<file path="src/rtl/riscv_fetch_unit_if.sv">
// ---------------------------------------------------------------------------
// riscv_fetch_unit_if
// Bus bundle of the fetch unit: the instruction-memory request/response
// channel and the fetch-queue output toward decode.
//   req_valid/req_ready/req_addr : request channel (fetch -> memory)
//   rsp_valid/rsp_data           : in-order response, at most one per cycle
//   out_valid/out_ready          : fetch-queue head handshake (fetch -> decode)
//   out_pc/out_instr             : pc and instruction word of the queue head
// Modports: master = fetch unit side, slave = memory/decode environment side.
// ---------------------------------------------------------------------------
interface riscv_fetch_unit_if #(
  parameter int XLEN = 32
);
  logic            req_valid;
  logic            req_ready;
  logic [XLEN-1:0] req_addr;
  logic            rsp_valid;
  logic [XLEN-1:0] rsp_data;
  logic            out_valid;
  logic            out_ready;
  logic [XLEN-1:0] out_pc;
  logic [XLEN-1:0] out_instr;

  modport master (
    output req_valid, req_addr, out_valid, out_pc, out_instr,
    input  req_ready, rsp_valid, rsp_data, out_ready
  );

  modport slave (
    input  req_valid, req_addr, out_valid, out_pc, out_instr,
    output req_ready, rsp_valid, rsp_data, out_ready
  );
endinterface

</file>
<file path="src/rtl/riscv_fetch_unit.sv">
// ---------------------------------------------------------------------------
// riscv_fetch_unit
// Sequential instruction fetch with a credit-limited fetch queue and
// branch/trap redirect. Requests are issued only while queue occupancy plus
// kept in-flight requests leaves room, so every kept response has a slot.
// On redirect the queue is flushed and all in-flight requests are converted
// into discards, which drop the matching responses as they return.
// Ports:
//   clk, rst                    : clock, asynchronous active-low reset
//   is_branch, branch_target    : branch redirect request and address
//   is_trap, trap_target        : trap redirect request and address (wins)
//   bus (master)                : memory request/response and decode output
//   fq_count                    : current fetch-queue occupancy
// FQ_DEPTH must be a power of two and at least 2.
// ---------------------------------------------------------------------------
module riscv_fetch_unit #(
  parameter int              XLEN     = 32,
  parameter logic [XLEN-1:0] RESET_PC = '0,
  parameter int              FQ_DEPTH = 4
) (
  input  logic                        clk,
  input  logic                        rst,
  input  logic                        is_branch,
  input  logic                        is_trap,
  input  logic [XLEN-1:0]             branch_target,
  input  logic [XLEN-1:0]             trap_target,
  riscv_fetch_unit_if.master          bus,
  output logic [$clog2(FQ_DEPTH):0]   fq_count
);

  localparam int PW = $clog2(FQ_DEPTH);
  localparam int CW = PW + 1;
  localparam logic [CW-1:0]   DEPTH_C = CW'(FQ_DEPTH);
  localparam logic [XLEN-1:0] STEP    = XLEN'(4);

  // Architectural state
  logic [XLEN-1:0] pc;
  logic [XLEN-1:0] tail_pc;
  logic [CW-1:0]   count;
  logic [CW-1:0]   outstanding;
  logic [CW-1:0]   discard;
  logic [PW-1:0]   head_ptr;
  logic [PW-1:0]   tail_ptr;

  // Queue storage
  logic [XLEN-1:0] q_pc    [FQ_DEPTH];
  logic [XLEN-1:0] q_instr [FQ_DEPTH];

  // Per-cycle decisions
  logic            redirect;
  logic [XLEN-1:0] target;
  logic            credit_ok;
  logic            issue;
  logic            push;
  logic            drop;
  logic            pop;
  logic            req_valid_c;
  logic            out_valid_c;
  logic [CW-1:0]   pending;
  logic [CW-1:0]   discard_redir;

  // NOTE: every signal written in an always_comb gets a default at the top so
  // no path leaves it unassigned, which would otherwise infer a latch.
  always_comb begin
    redirect      = is_branch | is_trap;
    target        = (is_trap ? trap_target : branch_target) & ~XLEN'(3);
    credit_ok     = (count + outstanding) < DEPTH_C;
    req_valid_c   = rst & ~redirect & credit_ok;
    issue         = req_valid_c & bus.req_ready;
    drop          = bus.rsp_valid & ~redirect & (discard != '0);
    push          = bus.rsp_valid & ~redirect & (discard == '0);
    out_valid_c   = (count != '0) & ~redirect;
    pop           = out_valid_c & bus.out_ready;
    // Everything in flight becomes a discard; a response returning in the
    // redirect cycle itself is one of those and is consumed immediately.
    pending       = discard + outstanding;
    discard_redir = (bus.rsp_valid && pending != '0) ? pending - CW'(1) : pending;
  end

  assign bus.req_valid = req_valid_c;
  assign bus.req_addr  = pc;
  assign bus.out_valid = out_valid_c;
  assign bus.out_pc    = q_pc[head_ptr];
  assign bus.out_instr = q_instr[head_ptr];
  assign fq_count      = count;

  // NOTE: state registers use non-blocking assignments so every flop samples
  // the pre-edge values, independent of statement order.
  always_ff @(posedge clk or negedge rst) begin
    if (!rst) begin
      pc          <= RESET_PC;
      tail_pc     <= RESET_PC;
      count       <= '0;
      outstanding <= '0;
      discard     <= '0;
      head_ptr    <= '0;
      tail_ptr    <= '0;
    end else if (redirect) begin
      pc          <= target;
      tail_pc     <= target;
      count       <= '0;
      outstanding <= '0;
      discard     <= discard_redir;
      head_ptr    <= '0;
      tail_ptr    <= '0;
    end else begin
      if (issue) pc <= pc + STEP;
      outstanding <= outstanding + CW'(issue) - CW'(push);
      count       <= count + CW'(push) - CW'(pop);
      if (drop) discard <= discard - CW'(1);
      if (push) begin
        tail_pc  <= tail_pc + STEP;
        tail_ptr <= tail_ptr + PW'(1);
      end
      if (pop) head_ptr <= head_ptr + PW'(1);
    end
  end

  // NOTE: the queue payload is deliberately left without reset; an entry is
  // only read once count marks it valid, so clearing it would buy nothing.
  always_ff @(posedge clk) begin
    if (push) begin
      q_pc[tail_ptr]    <= tail_pc;
      q_instr[tail_ptr] <= bus.rsp_data;
    end
  end

endmodule

</file>
<file path="src/flat_wrapper.sv">
// flat-port wrapper written by rule: the top's interface ports become plain ports
module riscv_fetch_unit_flat 
#(
  parameter int              XLEN     = 32,
  parameter logic [XLEN-1:0] RESET_PC = '0,
  parameter int              FQ_DEPTH = 4
)
  (clk, rst, is_branch, is_trap, branch_target, trap_target, fq_count, bus_req_valid, bus_req_addr, bus_out_valid, bus_out_pc, bus_out_instr, bus_req_ready, bus_rsp_valid, bus_rsp_data, bus_out_ready);
  riscv_fetch_unit_if #(.XLEN(XLEN)) bus_i ();
  input  logic clk;
  input  logic rst;
  input  logic is_branch;
  input  logic is_trap;
  input  logic [XLEN-1:0] branch_target;
  input  logic [XLEN-1:0] trap_target;
  output logic [$clog2(FQ_DEPTH):0] fq_count;
  output wire logic [$bits(bus_i.req_valid)-1:0] bus_req_valid;
  output wire logic [$bits(bus_i.req_addr)-1:0] bus_req_addr;
  output wire logic [$bits(bus_i.out_valid)-1:0] bus_out_valid;
  output wire logic [$bits(bus_i.out_pc)-1:0] bus_out_pc;
  output wire logic [$bits(bus_i.out_instr)-1:0] bus_out_instr;
  input wire logic [$bits(bus_i.req_ready)-1:0] bus_req_ready;
  input wire logic [$bits(bus_i.rsp_valid)-1:0] bus_rsp_valid;
  input wire logic [$bits(bus_i.rsp_data)-1:0] bus_rsp_data;
  input wire logic [$bits(bus_i.out_ready)-1:0] bus_out_ready;
  assign bus_req_valid = bus_i.req_valid;
  assign bus_req_addr = bus_i.req_addr;
  assign bus_out_valid = bus_i.out_valid;
  assign bus_out_pc = bus_i.out_pc;
  assign bus_out_instr = bus_i.out_instr;
  assign bus_i.req_ready = bus_req_ready;
  assign bus_i.rsp_valid = bus_rsp_valid;
  assign bus_i.rsp_data = bus_rsp_data;
  assign bus_i.out_ready = bus_out_ready;
  riscv_fetch_unit #(.XLEN(XLEN), .RESET_PC(RESET_PC), .FQ_DEPTH(FQ_DEPTH)) u_core (.clk(clk), .rst(rst), .is_branch(is_branch), .is_trap(is_trap), .branch_target(branch_target), .trap_target(trap_target), .bus(bus_i), .fq_count(fq_count));
endmodule
</file>
<file path="config.mk">
export PLATFORM = sky130hd
export DESIGN_NAME = riscv_fetch_unit_flat
export DESIGN_NICKNAME = d
export VERILOG_FILES = /design/src/rtl/riscv_fetch_unit_if.sv /design/src/rtl/riscv_fetch_unit.sv /design/src/flat_wrapper.sv
export SDC_FILE = /design/constraint.sdc
export NUM_CORES = 1
export LEC_CHECK = 0
export CAP_MARGIN = 25
export CORE_MARGIN = 2
export CORE_UTILIZATION = 54
export CTS_CLUSTER_SIZE = 28
export DETAILED_ROUTE_END_ITERATION = 12
export PLACE_DENSITY = 0.75
export SYNTH_ARGS = -nofsm -noshare
export SYNTH_HDL_FRONTEND = slang
export SYNTH_SLANG_ARGS = --single-unit
</file>
<file path="constraint.sdc">
create_clock -name clk -period 4.6 [get_ports clk]
set_input_delay 0.92 -clock clk [delete_from_list [all_inputs] [get_ports clk]]
set_output_delay 0.92 -clock clk [all_outputs]
set_load 0.005 [all_outputs]
</file>
Word-level counts from Yosys, hierarchy flattened
Memories as Yosys holds them, arrays and structs flattened.
Index checks and enable logic that the tools add are counted.
Widths: inputs -> output; s select.

word-level totals
  output and inout port bits = 101
  bits in registers = 77
  bits in writable memories = 256
  word-level logic and storage cells = 57
  memories kept = 2

cells by class
  magnitude comparators = 1
  add/subtract/negate cells = 12
  bitwise logic cells = 10
  muxes and demuxes = 16
  reductions and logical operators = 9

memory list
  name            depth  bits a word  read ports  clocked after memory_dff  write ports  line                    source
  u_core.q_instr  4      32           1           0                         1            riscv_fetch_unit.sv:47  logic [XLEN-1:0] q_instr [FQ_DEPTH];
  u_core.q_pc     4      32           1           0                         1            riscv_fetch_unit.sv:46  logic [XLEN-1:0] q_pc [FQ_DEPTH];

operators by type and width
  cell                   number
  $mux 32                5
  $add 32x3->32 const B  2
  $mux 3                 5
  $reduce_bool 3->1      3
  $and 1x1->1            8
  $mux 2                 4
  $reduce_bool 2->1      4
  $add 3x1->3            2
  $add 3x3->3            2
  $sub 3x1->3            2
  $sub 3x1->3 const B    2
  $add 2x1->2 const B    2
  $logic_not 3->1        1
  $lt 3x3->1 const B     1
  $mux 1                 2
  $logic_and 1x1->1      1
  $not 1->1              1
  $or 1x1->1             1

Logic depth before layout (Yosys ltp)
Gate-level depths: netlist of the first run.

  word-level depth = 8
  gate-level depth with buffers = 13
  mapped depth without buffers = 12

Least setup slack after synthesis of the first run
Ideal clock, no wire load.

  path kind = input -> register
  start = input port is_trap
  end = memory u_core.q_instr[0][0], enable pin
  slack = 0.827 ns
  stages on the path = 5
  arrival time = 3.346 ns
  required time = 4.173 ns
  path buffers = 3
  cell sequence = clkbuf_1 > nor2_1 > clkbuf_1 > clkbuf_1 > and3_1

on the way
  word-level cells in the longest chain between the ends = 6

RTL lines
  what                          line                     source
  start: declaration            flat_wrapper.sv:13       input logic is_trap;
  $or 1x1->1                    riscv_fetch_unit.sv:65   redirect = is_branch | is_trap;
  $not 1->1                     riscv_fetch_unit.sv:71   push = bus.rsp_valid & ~redirect & (discard == '0);
  $and 1x1->1 (2 in a row)      riscv_fetch_unit.sv:71
  $mux 1                        riscv_fetch_unit.sv:122  if (push) begin
  $mux 1 (implied by the code)  riscv_fetch_unit.sv:124  q_instr[tail_ptr] <= bus.rsp_data;
  end: declaration              riscv_fetch_unit.sv:47

No other way between the ends.

Final worst setup path of the first run
  start = register u_core.count[1] (netlist: u_core.fq_count[1])
  end = output port bus_req_valid

on the way
  word-level cells in the longest chain between the ends = 3

RTL lines
  what                      line                     source
  start: declaration        riscv_fetch_unit.sv:39   logic [CW-1:0] count;
  start signal: assignment  riscv_fetch_unit.sv:109  count <= count + CW'(push) - CW'(pop);
  $add 3x3->3               riscv_fetch_unit.sv:67   credit_ok = (count + outstanding) < DEPTH_C;
  $lt 3x3->1                riscv_fetch_unit.sv:67
  $and 1x1->1               riscv_fetch_unit.sv:68   req_valid_c = rst & ~redirect & credit_ok;
  end: declaration          flat_wrapper.sv:17       output wire logic [$bits(bus_i.req_valid)-1:0] bus_req_valid;

No other way between the ends.

==> results of run 1 <==
[through the flow]
| step | area, um2 | total power (W) | cells |
|---|---|---|---|
| 2_1_floorplan | 13900 | 0.00374 | 914 |
| 3_5_place_dp | 16200 | 0.00407 | 1412 |
| 5_1_grt | 17200 | 0.00670 | 1468 |
| 4_1_cts | 17200 | 0.00650 | 1468 |
| 6_report | 17200 | 0.00645 | 1468 |
| 3_3_place_gp | 16200 | 0.00406 | 1412 |
[power by group]
part / switching [W] / internal, W / leakage [nW]
Combinational: 0.000311 / 0.000327 / 2.21
Clock: 0.00101 / 0.00142 / 0.484
Sequential: 0.000140 / 0.00325 / 3.19
[per-layer routing]
layer | part of all wire, % | up-vias
met4 | 1.6 | 0
met3 | 9.0 | 40
met5 | 0 | -
met2 | 47 | 445
met1 | 42 | 4454
li1 | - | 4035
[logic make-up (layout without fill, tap and decap cells)]
kind of cell,Yosys count,in the layout,share of synthesized area [%]
muxes,65,65,10.3
AOI/OAI and AO/OA,220,220,10.3
adders and majority gates,19,19,1.88
DFF,321,321,67.0
buffers and inverters,74,298,2.26
other,1,4,0.0271
xor gates and xnor gates,13,13,0.822
and+or+nand+nor,198,198,7.47
[worst register-to-register path: stages, from the launching register on]
cell and delay (ps):
dfrtp_1 450, ha_1 320, a31oi_1 300, xnor2_1 300, nand2b_1 100, buf_4 210, inv_2 140, ha_1 160
inv_1 50, fa_1 380, xor2_1 200, xnor2_1 150, nor2_1 60
[path summary, 6_finish.rpt]
| path | startpoint | to | slack [ps] | cells past startpoint |
|---|---|---|---|---|
| setup / recovery | u_core.fq_count[1]$_DFF_PN0_ | bus_req_valid | 1030 | 5 |
| hold / removal | rst | u_core.bus.req_addr[2]$_DFFE_PN0P_ | 300 | 1 |
| setup reg to reg | u_core.fq_count[1]$_DFF_PN0_ | u_core.outstanding[2]$_DFF_PN0_ | 1690 | 12 |
| hold reg to reg | u_core.bus.req_addr[17]$_DFFE_PN0P_ | u_core.bus.req_addr[17]$_DFFE_PN0P_ | 560 | 1 |
| max in group asynchronous | rst | u_core.tail_pc[17]$_DFFE_PN0P_ | 3570 | 2 |
| min in group clk | u_core.bus.req_addr[17]$_DFFE_PN0P_ | u_core.bus.req_addr[17]$_DFFE_PN0P_ | 560 | 1 |
[synth_stat cells (3+ instances only)]
cell type	instances
nand2_1	56
inv_1	26
and3_1	12
a2bb2oi_1	12
o21ai_1	5
dfrtp_1	73
buf_4	5
a21oi_1	79
buf_2	7
nor4_1	4
nand4_1	13
o31ai_1	15
fa_1	3
nor2_1	31
clkbuf_1	32
xor2_1	5
a211oi_1	4
a22o_1	4
and4_1	4
a21o_1	4
mux4_2	62
nor3_1	13
o41ai_1	11
o21ai_0	27
o21a_1	4
ha_1	16
nor2b_1	4
edfxtp_1	248
nand2b_1	4
nand3_1	30
o22ai_1	4
and2_1	8
xnor2_1	8
o22a_1	3
a22oi_1	28
a31oi_1	7
[layout make-up]
type	count	area [um2]	area share (%)
multi-input combinational	519	4290	24.9
clock inverter	12	113	0.654
tap	330	413	2.40
clock buffer	44	875	5.08
timing repair buffer	215	2160	12.5
sequential	321	9280	53.9
inverter	27	101	0.588
[sequential cells by signal (all words and copies together) (netlist names)]
register             cells
u_core.tail_pc          30
u_core.head_ptr          2
u_core.outstanding       3
u_core.q_instr         128
u_core.fq_count          3
u_core.discard           3
u_core.bus.req_addr     30
u_core.tail_ptr          2
u_core.q_pc            120
==> summary.txt, run 1 <==
Logic synthesis
  • Top_reg_cell synth: edfxtp_1
  • Mapped cell area: 13800 um2
  • FFs w/ async S/R, synth: 22.7%
  • Synth top area share: 53.8%
  • Register area share after synthesis: 67.0%
  • Netlist cell types: 67
  • Synth Area per Inst: 15.2 um2
  • Post-synth EDFFs: 248
  • Cells after Synth: 911
  • YS warnings: 0
  • Top cells by area, synth: edfxtp_1 54%, dfrtp_1 13%, mux4_2 10%, a21oi_1 2.9%, a22oi_1 1.5%
  • Biggest area consumer among synthesized cells: edfxtp_1
  • Flops & latches, synth: 321

Hold path
  • Tightest Hold Check Type: input pin to async pin

Routing
  • Final wirelength: 30.4 mm
  • ANT nets after route: 0
  • Vias: 8974
  • Starting DRC count in detailed routing: 768
  • DR DRC count: 0
  • Drt first pass iters: 5
  • Post-DR wirelength/cell: 20.7 um
  • Vias per inst: 6.11

Place
  • Pre-CTS setup slack: 891 ps
  • Port-buffer cells: 195
  • Gpl congestion: 0.889
  • Detailed placement HPWL: 20.4 mm

Pwr
  • PwrDens: 375 nW/um2
  • Max VDD drop: 247 uV
  • P_leak: 5.88 nW

Setup path
  • Crit. End Element: output pin
  • Worst setup SP type: flip-flop
  • Setup CP Type: flip-flop to output pin
  • CP top delay family: buffers and inverters
  • Max incr delay on CP: 500 ps
  • Worst Path Arrival: 2650 ps
  • Worst path slowest cell: clkdlybuf4s50_1
  • CP max FO: 5
  • CP Buf/Inv Count: 1
  • Critical path required time: 3680 ps
  • Sequence of cells on the critical path: ha_1 > a31oi_1 > xnor2_1 > and3_1 > clkdlybuf4s50_1

Timing
  • Clock Skews: 10.5 ps
  • Fmax: 0.280 GHz
  • Setup Total Neg Slack: 0 ps
  • Slew @ Worst Pin: 1000 ps
  • Hold Fails Final Rpt: 0
  • RSZ-0062 raised after global routing: false
  • Max_slew headroom: 32.9%
  • Worst Slack Setup Final: 1030 ps
  • Min Hold Slack: 304 ps
  • Min Clock Period, post-route: 3570 ps
  • Fin crit share: 77.5%
  • Final setup viols: 0
  • Fin. max-slew vios: 0

Global route
  • Met3 Usage GRT: 4.67%
  • Antenna violations before repair: 0
  • GRT overflow: 0
  • Number of global-route vias before repair: 8718
  • Largest net degree at the start of global routing: 64
  • First-pass GRT wire length: 47.5 mm
  • GR Layer Usage met2: 37.6%
  • Global-route met1 utilization: 31.7%
  • Gr busiest metal: met2
  • Total Routing Usage GR: 22.7%

CTS
  • Clock root buffer: clkbuf_16
  • Clock Path Buffers: 3
  • CTS H-Tree Depth: 1
  • Clock Sinks: 321
  • Worst-path clk slew: 60 ps
  • Setup bufs post-CTS: 0
  • CTS resizes: 0
  • Clock latency at the later pin of the worst-skew pair: 540 ps
  • TritonCTS buffer count: 30
  • CTS tree: done
  • CTS Hold Bufs: 0

Floorplanning
  • Core area: 25200 um2
  • Die Ht: 164 um
  • Initial Utilization: 55.0%
  • IO Count: 204
  • Die span in x: 164 um
  • Row cnt: 58
  • Die area: 26900 um2

Final layout
  • # fillers: 1747
  • Most common cell after layout, fill and taps aside: edfxtp_1
  • Layout cells sized above 1: 13.2%
  • Antenna diode count: 0
  • Area grow syn2layout: 24.4%
  • Commonest non-fill, non-tap cells in the layout: 248 x edfxtp_1, 194 x clkdlybuf4s50_1, 79 x a21oi_1
  • Post-layout util: 68.4%
  • Fin nets: 1236

Run
  • Max_cap viols: 0

Run status
  • Status: completed
No activity file was read; power rests on OpenSTA's default activity.
==> inputs of run 2 (changes only) <==
==> constraint.sdc (replaced) <==
create_clock -name clk -period 3.4 [get_ports clk]
set_input_delay 0.68 -clock clk [delete_from_list [all_inputs] [get_ports clk]]
set_output_delay 0.68 -clock clk [all_outputs]
set_load 0.005 [all_outputs]
==> run 2 against run 1 <==
Final cell count rose by 0.41%; via count rose by 0.26%; largest power group unchanged; combinational power rose by 37%; critical path type unchanged; setup slack got worse by 920 ps; die area did not move; critical path depth did not move; highest routed layer unchanged; wire length rose by 1.7%; count of clock-buffer cells in the layout fell by 2; largest cell class unchanged.
==> summary.txt, run 2 (synthesized netlist as in run 1, its figures left out) <==
Global route
  • First-pass GRT wire length: 47.6 mm
  • Number of global-route vias before repair: 8982
  • GRT overflow: 0
  • Total Routing Usage GR: 22.8%
  • Antenna violations before repair: 0
  • Largest net degree at the start of global routing: 66

Final layout
  • Max reg flops: 128
  • Count of non-filler cells in the finished layout: 1474
  • Most common cell after layout, fill and taps aside: edfxtp_1
  • Final instance area: 17300 um2
  • Layout cells sized above 1: 13.8%
  • Area grow syn2layout: 24.8%
  • Biggest register: u_core.q_instr
  • Fin nets: 1242
  • Antenna diode count: 0
  • Commonest non-fill, non-tap cells in the layout: 248 x edfxtp_1, 194 x clkdlybuf4s50_1, 79 x a21oi_1
  • Top Registers: u_core.q_instr x128, u_core.q_pc x120

Setup path
  • Crit. End Element: output pin
  • Worst setup SP type: flip-flop
  • Reg2reg path depth: 11
  • Worst Path Arrival: 2610 ps
  • Setup CP Type: flip-flop to output pin
  • Critical path required time: 2720 ps
  • CP max FO: 5

CTS
  • Clock root buffer: clkbuf_16
  • TritonCTS buffer count: 31
  • Clock Sinks: 321
  • Setup bufs post-CTS: 0
  • Worst-path clk slew: 60 ps
  • Clock Path Buffers: 3
  • CTS tree: done
  • Clock latency at the later pin of the worst-skew pair: 540 ps
  • CTS H-Tree Depth: 1

Pwr
  • Max VDD drop: 347 uV
  • Int Pwr: 0.00672 W
  • Clk pwr share: 37.5%
  • Sw Share: 23.0%
  • Sequential share of power: 52.6%
  • P_leak: 5.90 nW
  • Psw: 0.00201 W
  • PwrDens: 505 nW/um2
  • Logic pwr share: 10.0%

Timing
  • Min Clock Period, post-route: 3290 ps
  • Fin crit share: 96.7%
  • Fin. max-slew vios: 0
  • Fmax: 0.304 GHz
  • Worst Slack Setup Final: 111 ps
  • RSZ-0062 raised after global routing: false
  • Min Hold Slack: 10.9 ps
  • Hold Fails Final Rpt: 0
  • Setup Total Neg Slack: 0 ps
  • Slew @ Worst Pin: 901 ps
  • Max_slew headroom: 39.9%
  • Final setup viols: 0
  • Clock Skews: 9.70 ps

Floorplanning
  • Core area: 25200 um2
  • IO Count: 204
  • Row cnt: 58
  • Initial Utilization: 55.0%
  • Die area: 26900 um2
  • Die Ht: 164 um
  • Die span in x: 164 um

Run status
  • Status: completed

Routing
  • Post-DR wirelength/cell: 21.0 um
  • ANT nets after route: 0
  • DR DRC count: 0
  • Vias: 8997
  • Drt first pass iters: 6
  • Vias per inst: 6.10
  • Final wirelength: 31.0 mm
  • Starting DRC count in detailed routing: 897

Place
  • Detailed placement HPWL: 20.0 mm
  • Port-buffer cells: 195
  • Post-placement cell area: 16300 um2
  • Inst Count DP: 1417
  • Gpl congestion: 0.915
  • Pre-CTS setup slack: 247 ps

Run
  • Max_cap viols: 0

Hold path
  • Tightest Hold Check Type: input pin to async pin
## run 2: cell count changes in the layout (fill, tap and decap cells not counted), moves of 2 or more
cell | previous run | this run
buf_4 | 16 | 20
clkinvlp_4 | 1 | 5
clkbuf_1 | 8 | 5
clkinv_1 | 3 | 5
clkinv_2 | 5 | 3
## run 2: repair_timing
| action | in CTS | in global routing |
|---|---|---|
| hold buffers | 0 | 0 |
| endpoints found under the setup margin | 0 | 1 |
| resized for setup | 0 | 1 |
| hold endpoints to repair | 0 | 0 |
## run 2: worst paths after layout
path                       slack, ps                             endpoint                                start
min in group clk                 540  u_core.bus.req_addr[17]$_DFFE_PN0P_  u_core.bus.req_addr[17]$_DFFE_PN0P_
max reg2reg                      710      u_core.outstanding[2]$_DFF_PN0_         u_core.fq_count[1]$_DFF_PN0_
max                              110                        bus_req_valid         u_core.fq_count[1]$_DFF_PN0_
min                               10   u_core.bus.req_addr[3]$_DFFE_PN0P_                                  rst
min reg2reg                      540  u_core.bus.req_addr[17]$_DFFE_PN0P_  u_core.bus.req_addr[17]$_DFFE_PN0P_
max in group asynchronous       2330       u_core.tail_pc[20]$_DFFE_PN0P_                                  rst
## run 2: final cells by class
| cell class | count | area (um2) |
|---|---|---|
| fillers | 1762 | 7900 |
| flip-flops and latches | 321 | 9280 |
| well taps | 330 | 413 |
| inverters | 27 | 101 |
| clock buffers | 42 | 877 |
| repair buffers | 220 | 2210 |
| clock inverters | 15 | 110 |
| multi-input cells | 519 | 4290 |
## run 2: critical path: stages (launching register included)
cell	delay [ps]
dfrtp_1	450
ha_1	330
a31oi_1	340
xnor2_2	220
and3_1	220
clkdlybuf4s50_1	500
## run 2: through the flow
step | utilization [%] | total power (W)
4_1_cts | 68.6 | 0.00877
6_report | 68.6 | 0.00872
5_1_grt | 68.6 | 0.00904
2_1_floorplan | - | 0.00505
3_5_place_dp | 64.7 | 0.00552
3_3_place_gp | 64.7 | 0.00549
## run 2: power groups by stage
stage / clock [W] / sequential (W) / combinational (W)
floorplan: 0 / 0.00460 / 0.000456
global placement: 0 / 0.00465 / 0.000846
detailed placement: 0 / 0.00466 / 0.000868
CTS: 0.00332 / 0.00458 / 0.000873
global route: 0.00347 / 0.00460 / 0.000965
finish: 0.00327 / 0.00458 / 0.000871
## run 2: routing by layer
metal / part of all wire (%) / global-route usage (%) / vias to the layer above
li1: - / - / 4062
met1: 41 / 31.8 / 4414
met2: 48 / 37.5 / 474
met3: 9.1 / 4.47 / 47
met4: 1.9 / 5.46 / 0
met5: 0 / 0 / -
==> inputs of run 3 (changes only) <==
--- a/config.mk
+++ b/config.mk
@@ -10,6 +10,7 @@
 export CORE_UTILIZATION = 54
 export CTS_CLUSTER_SIZE = 28
 export DETAILED_ROUTE_END_ITERATION = 12
+export HOLD_SLACK_MARGIN = 0.08
 export PLACE_DENSITY = 0.75
 export SYNTH_ARGS = -nofsm -noshare
 export SYNTH_HDL_FRONTEND = slang
==> run 3 against run 2 <==
Sequential cell count did not move; via count barely moved; global-route usage did not move; clock skew rose by 2.2 ps; setup slack improved by 1.5 ps; fmax barely moved; combinational power barely moved; first-iteration DRC count rose by 1.9%.
==> summary.txt, run 3 (synthesized netlist as in run 1, its figures left out) <==
CTS
  • Clock latency at the later pin of the worst-skew pair: 550 ps
  • Worst-path clk slew: 60 ps
  • CTS H-Tree Depth: 1
  • Clock Path Buffers: 3
  • Clock root buffer: clkbuf_16
  • Setup bufs post-CTS: 0
  • Clock Sinks: 321
  • CTS tree: done
  • TritonCTS buffer count: 31

Routing
  • Vias per inst: 6.11
  • DR DRC count: 0
  • Drt first pass iters: 7
  • Vias: 9005
  • Starting DRC count in detailed routing: 914
  • Post-DR wirelength/cell: 21.0 um
  • Final wirelength: 31.0 mm
  • ANT nets after route: 0

Pwr
  • Max VDD drop: 348 uV
  • P_leak: 5.90 nW
  • PwrDens: 505 nW/um2

Hold path
  • Tightest Hold Check Type: input pin to async pin

Final layout
  • Max reg flops: 128
  • Post-layout util: 68.7%
  • # fillers: 1762
  • Antenna diode count: 0
  • Top Registers: u_core.q_instr x128, u_core.q_pc x120
  • Area grow syn2layout: 24.9%
  • Area of the multi-input gates: 4290 um2
  • Fin nets: 1243
  • Layout cells sized above 1: 13.8%
  • Reg area: 9280 um2
  • Commonest non-fill, non-tap cells in the layout: 248 x edfxtp_1, 194 x clkdlybuf4s50_1, 79 x a21oi_1
  • Biggest register: u_core.q_instr
  • Most common cell after layout, fill and taps aside: edfxtp_1

Timing
  • Slew @ Worst Pin: 922 ps
  • Final setup viols: 0
  • Setup Total Neg Slack: 0 ps
  • Fin. max-slew vios: 0
  • RSZ-0062 raised after global routing: false
  • Clock Skews: 11.9 ps
  • Max_slew headroom: 38.5%
  • Fmax: 0.304 GHz
  • Min Clock Period, post-route: 3290 ps
  • Worst Slack Setup Final: 113 ps
  • Fin crit share: 96.7%
  • Hold Fails Final Rpt: 0

Global route
  • GRT overflow: 0
  • Antenna violations before repair: 0
  • Largest net degree at the start of global routing: 66
  • First-pass GRT wire length: 47.6 mm
  • Number of global-route vias before repair: 8985
  • Total Routing Usage GR: 22.8%

Run status
  • Status: completed

Floorplanning
  • IO Count: 204
  • Die area: 26900 um2
  • Initial Utilization: 55.0%
  • Core area: 25200 um2
  • Die span in x: 164 um
  • Die Ht: 164 um
  • Row cnt: 58

Setup path
  • Worst Path Arrival: 2610 ps
  • Critical path required time: 2720 ps
  • Max incr delay on CP: 500 ps
  • Worst setup SP type: flip-flop
  • CP top delay family: buffers and inverters
  • Worst path slowest cell: clkdlybuf4s50_1
  • Sequence of cells on the critical path: ha_1 > a31oi_1 > xnor2_2 > and3_1 > clkdlybuf4s50_1
  • CP max FO: 5
  • Setup CP Type: flip-flop to output pin
  • Crit. End Element: output pin
  • CP Buf/Inv Count: 1

Run
  • Max_cap viols: 0

Place
  • Gpl congestion: 0.915
  • Detailed placement HPWL: 20.0 mm
  • Pre-CTS setup slack: 247 ps
  • Port-buffer cells: 195
==> run 3: worst register-to-register path, cell delays in order, from the launching register on <==
cell      delay [ps]
dfrtp_1          450
ha_1             330
a31oi_1          340
xnor2_2          220
nand2b_1         130
inv_2            140
ha_1             160
inv_1             50
fa_1             380
xor2_1           180
xnor2_1          140
nor2_1            60
==> run 3: stage by stage <==
step | hold slack, ps | total power (W) | area (um2) | instances
final | 547 | 0.00873 | 17300 | 1475
after global routing | 562 | 0.00904 | 17300 | 1475
after CTS | 542 | 0.00878 | 17300 | 1475
after detailed placement | 523 | 0.00552 | 16300 | 1417
after global placement | 509 | 0.00549 | 16300 | 1417
after floorplan | 384 | 0.00505 | 13900 | 914
==> run 3: worst paths after layout <==
| kind | from | end | slack, ps | cells past startpoint |
|---|---|---|---|---|
| setup / recovery | u_core.fq_count[1]$_DFF_PN0_ | bus_req_valid | 110 | 5 |
| setup reg to reg | u_core.fq_count[1]$_DFF_PN0_ | u_core.outstanding[2]$_DFF_PN0_ | 710 | 11 |
| hold reg to reg | u_core.bus.req_addr[17]$_DFFE_PN0P_ | u_core.bus.req_addr[17]$_DFFE_PN0P_ | 550 | 1 |
| min in group clk | u_core.bus.req_addr[17]$_DFFE_PN0P_ | u_core.bus.req_addr[17]$_DFFE_PN0P_ | 550 | 1 |
| hold / removal | rst | u_core.bus.req_addr[2]$_DFFE_PN0P_ | 550 | 2 |
| max in group asynchronous | rst | u_core.tail_pc[19]$_DFFE_PN0P_ | 1780 | 3 |
==> run 3: area by class of cell <==
class | count | area share [%]
Multi-Input combinational cell | 519 | 24.8
Clock inverter | 15 | 0.637
Timing Repair Buffer | 221 | 12.8
Sequential cell | 321 | 53.6
Clock buffer | 42 | 5.07
Inverter | 27 | 0.586
Tap cell | 330 | 2.39
==> run 3: what timing repair did <==
| item | 4_1_cts | 5_1_grt |
|---|---|---|
| gates resized for setup | 0 | 1 |
| endpoints found under the setup margin | 0 | 1 |
| hold endpoints to repair | 15 | 0 |
| hold buffers | 1 | 0 |
==> run 3: per-layer routing <==
| metal | vias to the layer above | GRT usage [%] | part of all wire (%) |
|---|---|---|---|
| met5 | - | 0 | 0 |
| met4 | 0 | 5.46 | 2.1 |
| met3 | 55 | 4.42 | 9.2 |
| met2 | 494 | 37.5 | 47 |
| met1 | 4399 | 31.8 | 41 |
| li1 | 4057 | - | - |
==> run 3: where the power goes <==
part / internal, W / switching [W]
clock network: 0.00188 / 0.00139
logic: 0.000449 / 0.000423
registers: 0.00439 / 0.000191
